==> config.mk <==
export PLATFORM = sky130hd
export DESIGN_NAME = frame_pack_wr
export DESIGN_NICKNAME = d
export VERILOG_FILES = /design/src/rtl/frame_pack_wr.sv
export SDC_FILE = /design/constraint.sdc
export NUM_CORES = 1
export LEC_CHECK = 0
export ABC_AREA = 0
export CORE_MARGIN = 3
export CORE_UTILIZATION = 58
export CTS_BUF_LIST = sky130_fd_sc_hd__clkbuf_8
export DETAILED_ROUTE_END_ITERATION = 7
export GPL_TIMING_DRIVEN = 0
export HOLD_SLACK_MARGIN = 0.1
export PLACE_DENSITY = 0.82
export SLEW_MARGIN = 10
export SYNTH_ARGS = -nofsm -noshare
export SYNTH_HDL_FRONTEND = slang
export SYNTH_SLANG_ARGS = --single-unit
export TNS_END_PERCENT = 1
==> constraint.sdc <==
create_clock -name sys_clk -period 2.7 [get_ports sys_clk]
set_input_delay 0.405 -clock sys_clk [delete_from_list [all_inputs] [get_ports sys_clk]]
set_output_delay 0.405 -clock sys_clk [all_outputs]
set_load 0.01 [all_outputs]
==> src/rtl/frame_pack_wr.sv <==
`default_nettype none
// ============================================================================
// Module      : frame_pack_wr
// Description : Frame-aligned pixel packer for the DDR write port. It packs
//               PIX_W-bit pixels into DATA_W-bit words and checks the
//               geometry of each frame. Optional feature macro:
//               FRAME_PACK_SKIP_EN adds the frame_skip input.
// Revision    : 1.0 - initial release
// ============================================================================
module frame_pack_wr #(
    parameter int H_PIXEL = 640,
    parameter int V_PIXEL = 480,
    parameter int PIX_W   = 1,
    parameter int DATA_W  = 16
) (
    input  logic              sys_clk,
    input  logic              sys_rst_n,
    input  logic              enable,
    input  logic              pre_vsync,
    input  logic              pre_de,
    input  logic [PIX_W-1:0]  pre_pix,
`ifdef FRAME_PACK_SKIP_EN
    input  logic [3:0]        frame_skip,
`endif
    output logic              wr_en,
    output logic [DATA_W-1:0] wr_data,
    output logic              wr_rst,
    output logic              frame_done,
    output logic              frame_err,
    output logic [11:0]       line_cnt
);

    localparam int              c_ppw       = DATA_W / PIX_W;
    localparam int              c_pcw       = (c_ppw > 1) ? $clog2(c_ppw) : 1;
    localparam logic [c_pcw-1:0] c_ppw_last = c_pcw'(c_ppw - 1);
    localparam logic [c_pcw-1:0] c_pix_one  = c_pcw'(1);
    localparam logic [11:0]     c_h         = 12'(H_PIXEL);
    localparam logic [11:0]     c_v         = 12'(V_PIXEL);
    localparam logic [0:0]      c_st_idle   = 1'b0;
    localparam logic [0:0]      c_st_active = 1'b1;

    logic [0:0]        r_state, w_state_nxt;
    logic              r_vsync_d, r_de_d;
    logic [DATA_W-1:0] r_shift, w_shift_nxt;
    logic [c_pcw-1:0]  r_pix_cnt, w_pix_cnt_nxt;
    logic [11:0]       r_x_cnt, w_x_cnt_nxt;
    logic [11:0]       r_line_cnt, w_line_cnt_nxt;
    logic              r_frame_err, w_err_nxt;
    logic              r_wr_en, w_wr_en_nxt;
    logic [DATA_W-1:0] r_wr_data, w_wr_data_nxt;
    logic              r_wr_rst, w_wr_rst_nxt;
    logic              r_done, w_done_nxt;
    logic              r_writing, w_writing_nxt;
    logic              w_take;
    logic              w_fb;
    logic              w_line_end;
`ifdef FRAME_PACK_SKIP_EN
    logic [3:0]        r_skip_cnt, w_skip_nxt;
`endif

    assign w_fb       = pre_vsync & ~r_vsync_d;
    assign w_line_end = r_de_d & ~pre_de;

    always_ff @(posedge sys_clk or negedge sys_rst_n) begin
        if (!sys_rst_n) begin
            r_state     <= c_st_idle;
            r_vsync_d   <= 1'b0;
            r_de_d      <= 1'b0;
            r_shift     <= '0;
            r_pix_cnt   <= '0;
            r_x_cnt     <= '0;
            r_line_cnt  <= '0;
            r_frame_err <= 1'b0;
            r_wr_en     <= 1'b0;
            r_wr_data   <= '0;
            r_wr_rst    <= 1'b0;
            r_done      <= 1'b0;
            r_writing   <= 1'b0;
`ifdef FRAME_PACK_SKIP_EN
            r_skip_cnt  <= '0;
`endif
        end else begin
            r_state     <= w_state_nxt;
            r_vsync_d   <= pre_vsync;
            r_de_d      <= pre_de;
            r_shift     <= w_shift_nxt;
            r_pix_cnt   <= w_pix_cnt_nxt;
            r_x_cnt     <= w_x_cnt_nxt;
            r_line_cnt  <= w_line_cnt_nxt;
            r_frame_err <= w_err_nxt;
            r_wr_en     <= w_wr_en_nxt;
            r_wr_data   <= w_wr_data_nxt;
            r_wr_rst    <= w_wr_rst_nxt;
            r_done      <= w_done_nxt;
            r_writing   <= w_writing_nxt;
`ifdef FRAME_PACK_SKIP_EN
            r_skip_cnt  <= w_skip_nxt;
`endif
        end
    end

    always_comb begin
        w_state_nxt    = r_state;
        w_shift_nxt    = r_shift;
        w_pix_cnt_nxt  = r_pix_cnt;
        w_x_cnt_nxt    = r_x_cnt;
        w_line_cnt_nxt = r_line_cnt;
        w_err_nxt      = r_frame_err;
        w_wr_en_nxt    = 1'b0;
        w_wr_data_nxt  = r_wr_data;
        w_wr_rst_nxt   = 1'b0;
        w_done_nxt     = 1'b0;
        w_writing_nxt  = r_writing;
        w_take         = 1'b0;
`ifdef FRAME_PACK_SKIP_EN
        w_skip_nxt     = r_skip_cnt;
`endif
        if (r_state == c_st_active) begin
            // Lines beyond V_PIXEL are dropped, so they are not counted either.
            if (w_line_end) begin
                if (r_line_cnt < c_v) begin
                    if (r_writing && (r_x_cnt != c_h)) begin
                        w_err_nxt = 1'b1;
                    end
                    w_line_cnt_nxt = r_line_cnt + 12'd1;
                end
                w_x_cnt_nxt = '0;
            end
            if (w_fb) begin
                w_done_nxt = 1'b1;
                if (r_writing && ((w_line_cnt_nxt != c_v) || (r_pix_cnt != '0))) begin
                    w_err_nxt = 1'b1;
                end
                w_line_cnt_nxt = '0;
                w_x_cnt_nxt    = '0;
                w_pix_cnt_nxt  = '0;
                w_shift_nxt    = '0;
                if (enable) begin
`ifdef FRAME_PACK_SKIP_EN
                    if (r_writing) begin
                        w_skip_nxt = frame_skip;
                    end else if (r_skip_cnt != 4'd0) begin
                        w_skip_nxt = r_skip_cnt - 4'd1;
                    end
                    w_writing_nxt = (w_skip_nxt == 4'd0);
`else
                    w_writing_nxt = 1'b1;
`endif
                    w_wr_rst_nxt = w_writing_nxt;
                    w_take       = 1'b1;
                end else begin
                    w_state_nxt = c_st_idle;
                end
            end else begin
                w_take = 1'b1;
            end
        end else if (w_fb && enable) begin
            w_state_nxt   = c_st_active;
            w_wr_rst_nxt  = 1'b1;
            w_writing_nxt = 1'b1;
            w_take        = 1'b1;
`ifdef FRAME_PACK_SKIP_EN
            w_skip_nxt    = 4'd0;
`endif
        end

        if (w_wr_rst_nxt) begin
            w_err_nxt = 1'b0;
        end

        // A pixel in the boundary cycle is the first pixel of the new frame.
        if (w_take && pre_de && w_writing_nxt) begin
            if (w_line_cnt_nxt >= c_v) begin
                w_err_nxt = 1'b1;
            end else begin
                w_x_cnt_nxt = w_x_cnt_nxt + 12'd1;
                w_shift_nxt = (w_shift_nxt << PIX_W) | DATA_W'(pre_pix);
                if (w_pix_cnt_nxt == c_ppw_last) begin
                    w_wr_en_nxt   = 1'b1;
                    w_wr_data_nxt = w_shift_nxt;
                    w_pix_cnt_nxt = '0;
                end else begin
                    w_pix_cnt_nxt = w_pix_cnt_nxt + c_pix_one;
                end
            end
        end
    end

    assign wr_en      = r_wr_en;
    assign wr_data    = r_wr_data;
    assign wr_rst     = r_wr_rst;
    assign frame_done = r_done;
    assign frame_err  = r_frame_err;
    assign line_cnt   = r_line_cnt;

endmodule
`default_nettype wire

==> summary.txt <==
Outcome: finished clean
Worst-Skew Late Latency: 0.35 ns
Vias in the first global route: 2709
Die footprint: 6843 µm²
Post-synthesis compound-gate area fraction: 0.1312
Net Count, Synth: 350
Final Hold Viols: 0
DRC violation total after the first TritonRoute iteration: 210
# setup viols final: 0
Worst EP arrival: 2.83 ns
Post-synth EDFFs: 0
Largest net degree at the start of global routing: 53
Port buffer count: 37
# H-tree levels: 3
Leading area contributor after synthesis: dfrtp_1
Peak VDD IR: 454.4 µV
First-pass GRT wire length: 12.81 mm
Via count: 2847
FMAX: 0.3852 GHz
Clk buf depth: 2
Syn Inst Count: 341
Area share of xor/xnor cells in the synthesized design: 0.01539
Num rows: 27
I/O pins: 38
# clock sinks: 67
Fin crit period: 2.596 ns
Die Width: 82.73 µm
Routed length per instance: 16.21 µm
Total global routing overflow: 0
Fraction of layout cells with a size suffix above 1: 0.1712
Post-Synth Adder-Cell Area: 0.01099
Setup slack after layout: 0.1037 ns
Commonest non-fill, non-tap cell in the layout: dfrtp_1
Synth Area in Simple Gates: 0.2125
Post-place setup slack: -0.6460 ns
Period utilisation layout: 0.9616
DP HPWL: 5.250 mm
Initial antenna violation count: 0
Critical path class: register to register
GRT met3 Usage: 0.03796
Fin Hold WS: 0.4786 ns
Met2 usage: 0.3934
Synth unique cells: 55
R2R cell count: 9
DIE HEIGHT: 82.73 µm
Area occupied by multi-input gates: 1565 µm²
Clk pin slew, worst setup/hold paths: 0.08 ns
Worst EP required: 2.93 ns
CTS tree: built
Ant diodes: 0
Fill cells: 392
Root Buffer: clkbuf_8
TritonRoute pass-1 iters: 5
Most frequent cells in the layout: dfrtp_1 (66), nand2_1 (38), clkdlybuf4s50_1 (36), nand3_1 (25), a21oi_1 (22)
Met1 Use GR: 0.3357
Static Leakage: 1.851 nW
Max Slew Vio Count: 0
Worst slew margin relative to its limit: 0.6864
Syn avg cell area: 10.01 µm²
Core Region: 5608 µm²
Crit end category: register
Initial Util: 0.6089
Worst Tran Pin Value: 0.4585 ns
Synth Warn #: 0
Synth Register Bits: 67
Largest family of logic cells by synthesized area: simple AND/OR/NAND/NOR gates
Routed vias/inst: 5.994
Total CTS buffers: 9
Area contributors post-synth: dfrtp_1 (49%), mux2i_1 (5.9%), nand2_1 (4.3%), nand3_1 (3.7%), a21oi_1 (3.2%)
Total GRT Usage: 0.2463
RSZ-0062 raised after global routing: true
Cell Pwr Density: 612.1 nW/µm²
Ys async rst share: 1.000
CP Max Fanout: 10
Mux contribution to synthesized area: 0.08171
Routability cong.: 0.8766
CP Launch Type: register
Max Cap Violations: 0
GR peak layer: met2
Final Net Count: 407
Drt total wl: 7.701 mm
Final ANT Viol Nets: 0
Dominant synthesized flop cell: dfrtp_1
Post-route DRC violation count: 0
Final clock skew: 0.01048 ns
Mapped Area: 3415 µm²
Register area: 1678 µm²
Class of the worst hold path: input pin to asynchronous set/reset pin
Post-synthesis sequential area ratio: 0.4910
Share of the synthesized area in the top cell type: 0.4910
Area delta synth->final: 23.23%
==> final timing paths <==
check                             from            to  slack [ns]
min in group sys_clk         r_writing     r_writing        0.49
setup / recovery           line_cnt[1]  r_pix_cnt[1]        0.10
max in group asynchronous    sys_rst_n        wr_rst        1.69
setup reg to reg           line_cnt[1]  r_pix_cnt[1]        0.10
hold / removal               sys_rst_n    wr_data[9]        0.48
hold reg to reg              r_writing     r_writing        0.49
==> cell usage after synthesis, drive strengths merged (7+ instances only) <==
cell type	instances
dfrtp	67
nand2	39
nand3	28
a21oi	23
o21ai	23
mux2i	20
inv	19
nor2	12
clkbuf	9
and2	8
and3	8
buf	8
nor3	8
nor4	7
or4	7
==> worst max-delay path: stages, from the launching register on <==
cell	delay (ns)
dfrtp_1	0.43
ha_1	0.21
and3_1	0.20
nand3_2	0.14
or4_4	0.54
a22oi_2	0.25
o211a_4	0.22
buf_12	0.13
nor2_4	0.06
mux2_4	0.30
==> per-layer routing <==
metal	up-vias	part of all wire
met4	0	0.018
met3	17	0.046
li1	1330	-
met2	95	0.49
met1	1405	0.44
met5	-	0
==> cells by family (layout without fill, tap and decap cells) <==
group                      after synthesis  after routing
DFF                                     67             67
adders and majority gates                3              3
muxes                                   26             26
buffers and inverters                   37             99
xor gates and xnor gates                 6              6
AOI/OAI and AO/OA                       70             70
and+or+nand+nor                        132            132
==> metrics by stage <==
stage               power [mW]  instances    TNS, ns  cell area [µm²]  utilization
floorplan                1.502        341          0             3415            -
CTS                      2.584        475          0             4182       0.7456
detailed placement       1.692        451     -21.76             3900       0.6954
global route             2.706        475  -0.007500             4208       0.7503
global placement         1.660        450     -83.70             3875       0.6910
finish                   2.576        475          0             4208       0.7503
==> registers in the layout, indices dropped and copies added (netlist names) <==
signal and count:
line_cnt 12, r_shift 15, r_de_d 1, frame_done 1
wr_en 1, frame_err 1, r_pix_cnt 4, r_x_cnt 12
wr_rst 1, wr_data 16, r_state 1, r_vsync_d 1
r_writing 1
==> power by group <==
| group | leakage (nW) | switching, mW | internal, mW |
|---|---|---|---|
| sequential | 0.833 | 0.0923 | 1.11 |
| combinational | 0.912 | 0.274 | 0.225 |
| clock | 0.106 | 0.398 | 0.480 |
| total | 1.85 | 0.765 | 1.81 |
==> repair_timing <==
item / in CTS / in global routing
setup buffers: 7 / 0
resized for setup: 4 / 19
hold buffers: 1 / 0
pin swaps: 2 / 1
hold endpoints to repair: 15 / 0
setup endpoints to repair: 37 / 29
==> area by class of cell <==
| type | instances | area share |
|---|---|---|
| buffer | 17 | 0.03092 |
| tap | 72 | 0.02141 |
| sequential | 67 | 0.3988 |
| multi-input combinational | 237 | 0.3720 |
| inverter | 20 | 0.01784 |
| timing repair buffer | 46 | 0.1088 |
| clock inverter | 5 | 0.01427 |
| clock buffer | 11 | 0.03598 |
(Power assumes the default switching activity.)
